File: config.mk
export PLATFORM = sky130hd
export DESIGN_NAME = rv32i_fetch_unit_flat
export DESIGN_NICKNAME = d
export VERILOG_FILES = /design/src/rtl/rv32i_pkg.sv /design/src/rtl/rv32i_fetch_unit_if.sv /design/src/rtl/rv32i_fetch_unit_fetch_fifo.sv /design/src/rtl/rv32i_fetch_unit.sv /design/src/flat_wrapper.sv
export SDC_FILE = /design/constraint.sdc
export NUM_CORES = 1
export LEC_CHECK = 0
export ABC_AREA = 1
export BUFFER_PORTS_ARGS = -buffer_cell sky130_fd_sc_hd__buf_2
export CAP_MARGIN = 30
export CORE_ASPECT_RATIO = 0.5
export CORE_UTILIZATION = 53
export DETAILED_ROUTE_END_ITERATION = 8
export GPL_ROUTABILITY_DRIVEN = 0
export HOLD_SLACK_MARGIN = 0.08
export PLACE_DENSITY = 0.79
export REMOVE_ABC_BUFFERS = 1
export SLEW_MARGIN = 20
export SYNTH_ARGS = -nofsm -noshare
export SYNTH_HDL_FRONTEND = slang
export SYNTH_SLANG_ARGS = --single-unit
File: constraint.sdc
create_clock -name clk -period 4.68 [get_ports clk]
set_clock_uncertainty 0.2 [all_clocks]
set_input_delay 0.468 -clock clk [delete_from_list [all_inputs] [get_ports clk]]
set_output_delay 0.468 -clock clk [all_outputs]
set_load 0.02 [all_outputs]
File: src/rtl/rv32i_pkg.sv
// rv32i_pkg: shared constants and the fetch buffer entry type for the RV32I core
package rv32i_pkg;
    localparam logic [31:0] DEFAULT_RESET_PC = 32'h0000_0000;
    localparam logic [31:0] NOP_INSN = 32'h0000_0013;
    typedef struct packed {
        logic fault;
        logic [31:0] pc;
        logic [31:0] data;
    } fetch_entry_t;
endpackage

File: src/rtl/rv32i_fetch_unit_if.sv
// rv32i_fetch_unit_if: instruction memory, redirect and decode-side handshakes of the fetch stage
interface rv32i_fetch_unit_if;
    logic imem_req_valid;
    logic imem_req_ready;
    logic [31:0] imem_req_addr;
    logic imem_rsp_valid;
    logic [31:0] imem_rsp_data;
    logic redirect_valid;
    logic [31:0] redirect_pc;
    logic inst_valid;
    logic inst_ready;
    logic [31:0] inst_data;
    logic [31:0] inst_pc;
    logic inst_fault;
    modport master (
        output imem_req_valid, imem_req_addr, inst_valid, inst_data, inst_pc, inst_fault,
        input imem_req_ready, imem_rsp_valid, imem_rsp_data, redirect_valid, redirect_pc, inst_ready
    );
    modport slave (
        input imem_req_valid, imem_req_addr, inst_valid, inst_data, inst_pc, inst_fault,
        output imem_req_ready, imem_rsp_valid, imem_rsp_data, redirect_valid, redirect_pc, inst_ready
    );
endinterface

File: src/rtl/rv32i_fetch_unit_fetch_fifo.sv
// fetch_fifo: registered prefetch queue of fetch entries with flush
module fetch_fifo
    import rv32i_pkg::*;
#(
    parameter int DEPTH = 2,
    localparam int AW = $clog2(DEPTH),
    localparam int CW = $clog2(DEPTH + 1)
) (
    input logic clk,
    input logic rst,
    input logic flush,
    input logic push,
    input logic pop,
    input fetch_entry_t din,
    output fetch_entry_t dout,
    output logic [CW-1:0] count,
    output logic full,
    output logic empty
);
    fetch_entry_t mem [DEPTH];
    logic [AW-1:0] rd, wr, wa;

    assign wa = flush ? '0 : wr;
    assign dout = mem[rd];
    assign full = count == CW'(DEPTH);
    assign empty = count == '0;

    // Entry storage; a push during flush lands in slot 0 as the sole survivor
    always_ff @(posedge clk)
        if (push) mem[wa] <= din;

    // Pointers and occupancy; flush drops everything except a same-cycle push
    always_ff @(posedge clk or posedge rst)
        if (rst) begin
            rd <= '0;
            wr <= '0;
            count <= '0;
        end else if (flush) begin
            rd <= '0;
            wr <= push ? AW'(1) : '0;
            count <= push ? CW'(1) : '0;
        end else begin
            if (push) wr <= wr + AW'(1);
            if (pop) rd <= rd + AW'(1);
            count <= count + CW'(push) - CW'(pop);
        end
endmodule

File: src/rtl/rv32i_fetch_unit.sv
// rv32i_fetch_unit: PC sequencing, credit-limited imem requests and redirect discard; RV_FETCH_MISALIGN_EN enables misaligned-redirect faults
module rv32i_fetch_unit
    import rv32i_pkg::*;
#(
    parameter logic [31:0] RESET_PC = DEFAULT_RESET_PC,
    parameter int DEPTH = 2,
    localparam int CW = $clog2(DEPTH + 1)
) (
    input logic clk,
    input logic rst,
    rv32i_fetch_unit_if.master bus
);
    logic [31:0] fetch_pc, rsp_pc, target;
    logic [CW-1:0] outstanding, discard, out_next, fifo_count;
    logic [CW:0] used;
    logic req_fire, pop, keep, push, misaligned, halted, full, empty;
    fetch_entry_t push_entry, head;

`ifdef RV_FETCH_MISALIGN_EN
    assign target = bus.redirect_pc;
    assign misaligned = bus.redirect_valid && (bus.redirect_pc[1:0] != 2'b00);
    // A misaligned redirect parks fetch until an aligned redirect or reset
    always_ff @(posedge clk or posedge rst)
        if (rst) halted <= 1'b0;
        else if (bus.redirect_valid) halted <= misaligned;
`else
    assign target = bus.redirect_pc & 32'hFFFF_FFFC;
    assign misaligned = 1'b0;
    assign halted = 1'b0;
`endif

    // A head leaving this cycle frees its slot for the request issued now
    assign pop = bus.inst_valid && bus.inst_ready;
    assign used = {1'b0, outstanding} + {1'b0, fifo_count} - {{CW{1'b0}}, pop};
    assign bus.imem_req_valid = !rst && !halted && (used < (CW + 1)'(DEPTH));
    assign bus.imem_req_addr = fetch_pc;
    assign req_fire = bus.imem_req_valid && bus.imem_req_ready;
    assign out_next = outstanding + CW'(req_fire) - CW'(bus.imem_rsp_valid);
    assign keep = bus.imem_rsp_valid && discard == '0 && !bus.redirect_valid;
    assign push = keep || misaligned;
    assign push_entry = misaligned ? '{fault: 1'b1, pc: bus.redirect_pc, data: NOP_INSN}
                                   : '{fault: 1'b0, pc: rsp_pc, data: bus.imem_rsp_data};

    assign bus.inst_valid = !empty;
    assign bus.inst_data = empty ? '0 : head.data;
    assign bus.inst_pc = empty ? '0 : head.pc;
    assign bus.inst_fault = !empty && head.fault;

    fetch_fifo #(.DEPTH(DEPTH)) fifo (
        .clk(clk),
        .rst(rst),
        .flush(bus.redirect_valid),
        .push(push),
        .pop(pop),
        .din(push_entry),
        .dout(head),
        .count(fifo_count),
        .full(full),
        .empty(empty)
    );

    // PCs and in-flight bookkeeping; a redirect turns every response still owed into a discard
    always_ff @(posedge clk or posedge rst)
        if (rst) begin
            fetch_pc <= RESET_PC;
            rsp_pc <= RESET_PC;
            outstanding <= '0;
            discard <= '0;
        end else begin
            outstanding <= out_next;
            if (bus.redirect_valid) begin
                fetch_pc <= target;
                rsp_pc <= target;
                discard <= out_next;
            end else begin
                if (req_fire) fetch_pc <= fetch_pc + 32'd4;
                if (keep) rsp_pc <= rsp_pc + 32'd4;
                if (bus.imem_rsp_valid && discard != '0) discard <= discard - CW'(1);
            end
        end

    assert property (@(posedge clk) disable iff (rst) !(push && full && !pop && !bus.redirect_valid));
endmodule

File: src/flat_wrapper.sv
// flat-port wrapper written by rule: the top's interface ports become plain ports
module rv32i_fetch_unit_flat import rv32i_pkg::*;
#(
    parameter logic [31:0] RESET_PC = DEFAULT_RESET_PC,
    parameter int DEPTH = 2,
    localparam int CW = $clog2(DEPTH + 1)
)
  (clk, rst, bus_imem_req_valid, bus_imem_req_addr, bus_inst_valid, bus_inst_data, bus_inst_pc, bus_inst_fault, bus_imem_req_ready, bus_imem_rsp_valid, bus_imem_rsp_data, bus_redirect_valid, bus_redirect_pc, bus_inst_ready);
  rv32i_fetch_unit_if bus_i ();
  input logic clk;
  input logic rst;
  output wire logic [$bits(bus_i.imem_req_valid)-1:0] bus_imem_req_valid;
  output wire logic [$bits(bus_i.imem_req_addr)-1:0] bus_imem_req_addr;
  output wire logic [$bits(bus_i.inst_valid)-1:0] bus_inst_valid;
  output wire logic [$bits(bus_i.inst_data)-1:0] bus_inst_data;
  output wire logic [$bits(bus_i.inst_pc)-1:0] bus_inst_pc;
  output wire logic [$bits(bus_i.inst_fault)-1:0] bus_inst_fault;
  input wire logic [$bits(bus_i.imem_req_ready)-1:0] bus_imem_req_ready;
  input wire logic [$bits(bus_i.imem_rsp_valid)-1:0] bus_imem_rsp_valid;
  input wire logic [$bits(bus_i.imem_rsp_data)-1:0] bus_imem_rsp_data;
  input wire logic [$bits(bus_i.redirect_valid)-1:0] bus_redirect_valid;
  input wire logic [$bits(bus_i.redirect_pc)-1:0] bus_redirect_pc;
  input wire logic [$bits(bus_i.inst_ready)-1:0] bus_inst_ready;
  assign bus_imem_req_valid = bus_i.imem_req_valid;
  assign bus_imem_req_addr = bus_i.imem_req_addr;
  assign bus_inst_valid = bus_i.inst_valid;
  assign bus_inst_data = bus_i.inst_data;
  assign bus_inst_pc = bus_i.inst_pc;
  assign bus_inst_fault = bus_i.inst_fault;
  assign bus_i.imem_req_ready = bus_imem_req_ready;
  assign bus_i.imem_rsp_valid = bus_imem_rsp_valid;
  assign bus_i.imem_rsp_data = bus_imem_rsp_data;
  assign bus_i.redirect_valid = bus_redirect_valid;
  assign bus_i.redirect_pc = bus_redirect_pc;
  assign bus_i.inst_ready = bus_inst_ready;
  rv32i_fetch_unit #(.RESET_PC(RESET_PC), .DEPTH(DEPTH)) u_core (.clk(clk), .rst(rst), .bus(bus_i));
endmodule
==> run summary <==
grt ovf -> 0
clk root buf -> clkbuf_16
Routed Antenna Nets -> 0
Num CTS Buffers -> 17
first-pass iteration count of the detailed router -> 5
Pwr Density -> 423 nW/µm²
measured slew at the worst slew-check pin -> 748 ps
slowest stage delay, CP -> 500 ps
vias in the first global route -> 7403
Final Util -> 65.7%
Slowest-stage cell, CP -> fa_1
Num Clock Sinks -> 192
CTS clk-pin slew, worst paths -> 80 ps
critical path buffer and inverter count -> 3
Hold Crit Depth -> 3
required time of the critical path -> 4010 ps
starting density of the core -> 54.4%
clock insertion delay at the later pin of the skew report -> 440 ps
Post-DP HPWL -> 15900 µm
setup_tns -> 0 ps
crit-path most repeated cell -> inv_1
final worst path period share -> 64.1%
sequential fraction of the synthesis area -> 57.3%
CP Cell Sequence -> nor2_4 > nor3_1 > o21ai_0 > fa_1 > inv_1 > a21oi_2 > nand2_1 > inv_1 > buf_2
final setup fails -> 0
FF-to-FF setup slack -> 1740 ps
Flop pwr share -> 47.0%
clock period minus worst slack -> 3000 ps
io pins -> 169
maxcap violations -> 0
leak pwr -> 5.04 nW
Placed Area -> 10500 µm²
final WL -> 23500 µm
largest net degree at the start of global routing -> 65
DRC -> 0
#FFs+latches synth -> 192
Placed Cells -> 1445
post-synth cell types -> 38
Area contributors post-synth -> edfxtp_1 39%, dfrtp_1 18%, nand2_1 16%, a21oi_1 3.9%, inv_1 3.7%
count of input and output buffers -> 161
Synth top area share -> 39.4%
vias -> 8071
WL/cell -> 15.6 µm
Synthesis Warnings -> 0
gr usage total -> 26.1%
Cell Area, Synth -> 9460 µm²
Sw Pwr -> 1.70 mW
min-delay worst type -> primary input to flop
Switching Share -> 35.2%
Iter 0 DRT Violations -> 478
Clock Path Buffers -> 2
R2R Path End -> u_core.discard[1]
status -> finished, final reports clean
antenna diode count -> 0
die height -> 96.5 µm
cell family with the largest share of critical-path delay -> adder cells
layout cells sized above 1 -> 19.4%
VDD IR max -> 0.245 mV
WP data arrival -> 2330 ps
core area -> 17400 µm²
first-pass GRT wire length -> 37000 µm
Clock power frac -> 30.2%
CTS tree -> built
Synth-to-Final Area Change -> 20.8%
Nets -> 1341
slew margin rel. -> 50.1%
Post-Synthesis Cells -> 1075
reg2reg path depth -> 13
overall power -> 4.83 mW
Slew Limit Fails -> 0
fin area -> 11400 µm²
crit start category -> flop
CP endpoint kind -> output port
initial antenna violation count -> 0
f_max -> 0.333 GHz
CP Max Fanout -> 3
hold path startpoint -> bus_redirect_pc[23]
Hold Vio Cnt, Final -> 0
largest area contributor in the netlist -> edfxtp_1
RSZ-0062 raised after global routing -> no
Rows -> 34
Critical Path Source -> u_core.fifo.count[1]
Comb pwr share -> 22.8%
hold worst-path end -> u_core.bus.imem_req_addr[23]
Non-Filler Instances -> 1510
P_int -> 3.13 mW
R2R Path Start -> u_core.fifo.count[1]
Die W -> 191 µm
Mean Syn Cell Area -> 8.80 µm²
Die ar. -> 18400 µm²
vias per cell -> 5.35
Setup CP Type -> flop to output port
H-tree depth -> 4
## power by group through the flow
stage	Combinational [mW]	Clock [mW]	Sequential (mW)
finish	1.10	1.46	2.27
global route	1.23	1.55	2.30
CTS	1.11	1.48	2.26
detailed placement	1.07	0	2.30
global placement	1.04	0	2.28
floorplan	0.671	0	2.30
## per-layer routing
metal / track usage (%) / part of all wire [%] / vias up
met3: 4.77 / 7.4 / 57
met1: 34.6 / 43 / 3772
met4: 10.0 / 2.7 / 0
li1: - / - / 3890
met2: 43.4 / 47 / 352
met5: 0 / 0 / -
## final cells by class
cell class                 count  area (µm²)
timing repair buffer         202        1220
tap                          234         293
clock inverter                15         176
sequential                   192        5430
fill                        1405        5970
clock buffer                  17         425
inverter                      98         368
multi-input combinational    752        3520
## cells in the mapped netlist
library cell	number
nand3_4	1
a21oi_2	1
clkbuf_1	12
nor3_2	2
nor2_4	10
nor2_1	79
and2_1	2
dfrtp_1	68
o21bai_1	3
nor2_2	9
buf_1	9
ha_1	7
o211ai_1	13
buf_6	1
or2_2	3
nor3_1	7
a31oi_1	2
nand3_1	67
xnor2_1	5
xor2_1	12
fa_1	1
buf_2	8
o21ai_0	31
a21oi_1	73
nand2_4	2
nand3b_1	3
edfxtp_1	124
inv_2	5
o21ai_1	4
conb_1	1
nor3b_1	1
nand3_2	3
nand4_1	4
nand2_2	5
nand2_1	395
buf_4	7
o311ai_0	2
inv_1	93
## cell families after synthesis
family,synth area share (%)
AND/OR/NAND/NOR,26.7
flip-flops,57.3
buffers and inverters,5.82
AO/OA/AOI/OAI,7.39
XOR/XNOR,1.57
adder cells (fa/ha/maj),1.14
other,0.0396
## repair_timing
action | in CTS | in global routing
hold buffers | 33 | 0
hold endpoints to repair | 95 | 0
setup buffers | 0 | 0
resized for setup | 0 | 0
## state kept, by name (all words and copies together), names as in the netlist
name / count
u_core.fifo.rd: 1
u_core.discard: 2
u_core.rsp_pc: 30
u_core.outstanding: 2
u_core.bus.imem_req_addr: 30
u_core.fifo.mem: 124
u_core.fifo.wr: 1
u_core.fifo.count: 2
## how the worst max path moves through the flow
stage                                  endpoint  slack, ps  depth (start not counted)
after detailed placement      u_core.discard[1]       1550                         14
after global routing         bus_imem_req_valid       1480                          9
final                        bus_imem_req_valid       1680                          9
after CTS                    bus_imem_req_valid       1670                          9
after floorplan           u_core.fifo.mem[0][0]       -320                          6
after global placement        u_core.discard[1]       1630                         14
## cell usage in the layout (no fill, tap or decap), types with 4 or more instances in the layout
cell type	instances
inv_2	6
conb_1	5
xor2_1	12
o21ai_0	31
nand2_1	395
nor2_1	76
ha_1	7
dfrtp_1	67
nand3_1	67
nand2_2	5
clkbuf_16	17
a21oi_1	73
dlygate4sd3_1	33
o21ai_1	4
xnor2_1	5
nand4_1	4
buf_4	6
nor2_2	9
edfxtp_1	124
nor3_1	7
nor2_4	13
buf_2	161
o211ai_1	13
inv_8	4
clkinv_8	4
inv_1	92
## through the flow
stage / hold WS, ps / setup WS [ps]
CTS: 109 / 1670
global route: 116 / 1480
global placement: 316 / 1630
finish: 114 / 1680
floorplan: 265 / -323
detailed placement: 332 / 1550
## worst reg2reg max path: stages (launching register included)
cell and delay (ps):
dfrtp_1 400, nor2_4 60, nor3_1 260, o21ai_0 180
fa_1 500, inv_1 50, a21oi_2 160, nand3_4 160
inv_2 150, ha_1 180, xnor2_1 130, xor2_1 220
nand2_1 60, o311ai_0 100
No activity file was read; power rests on OpenSTA's default activity.
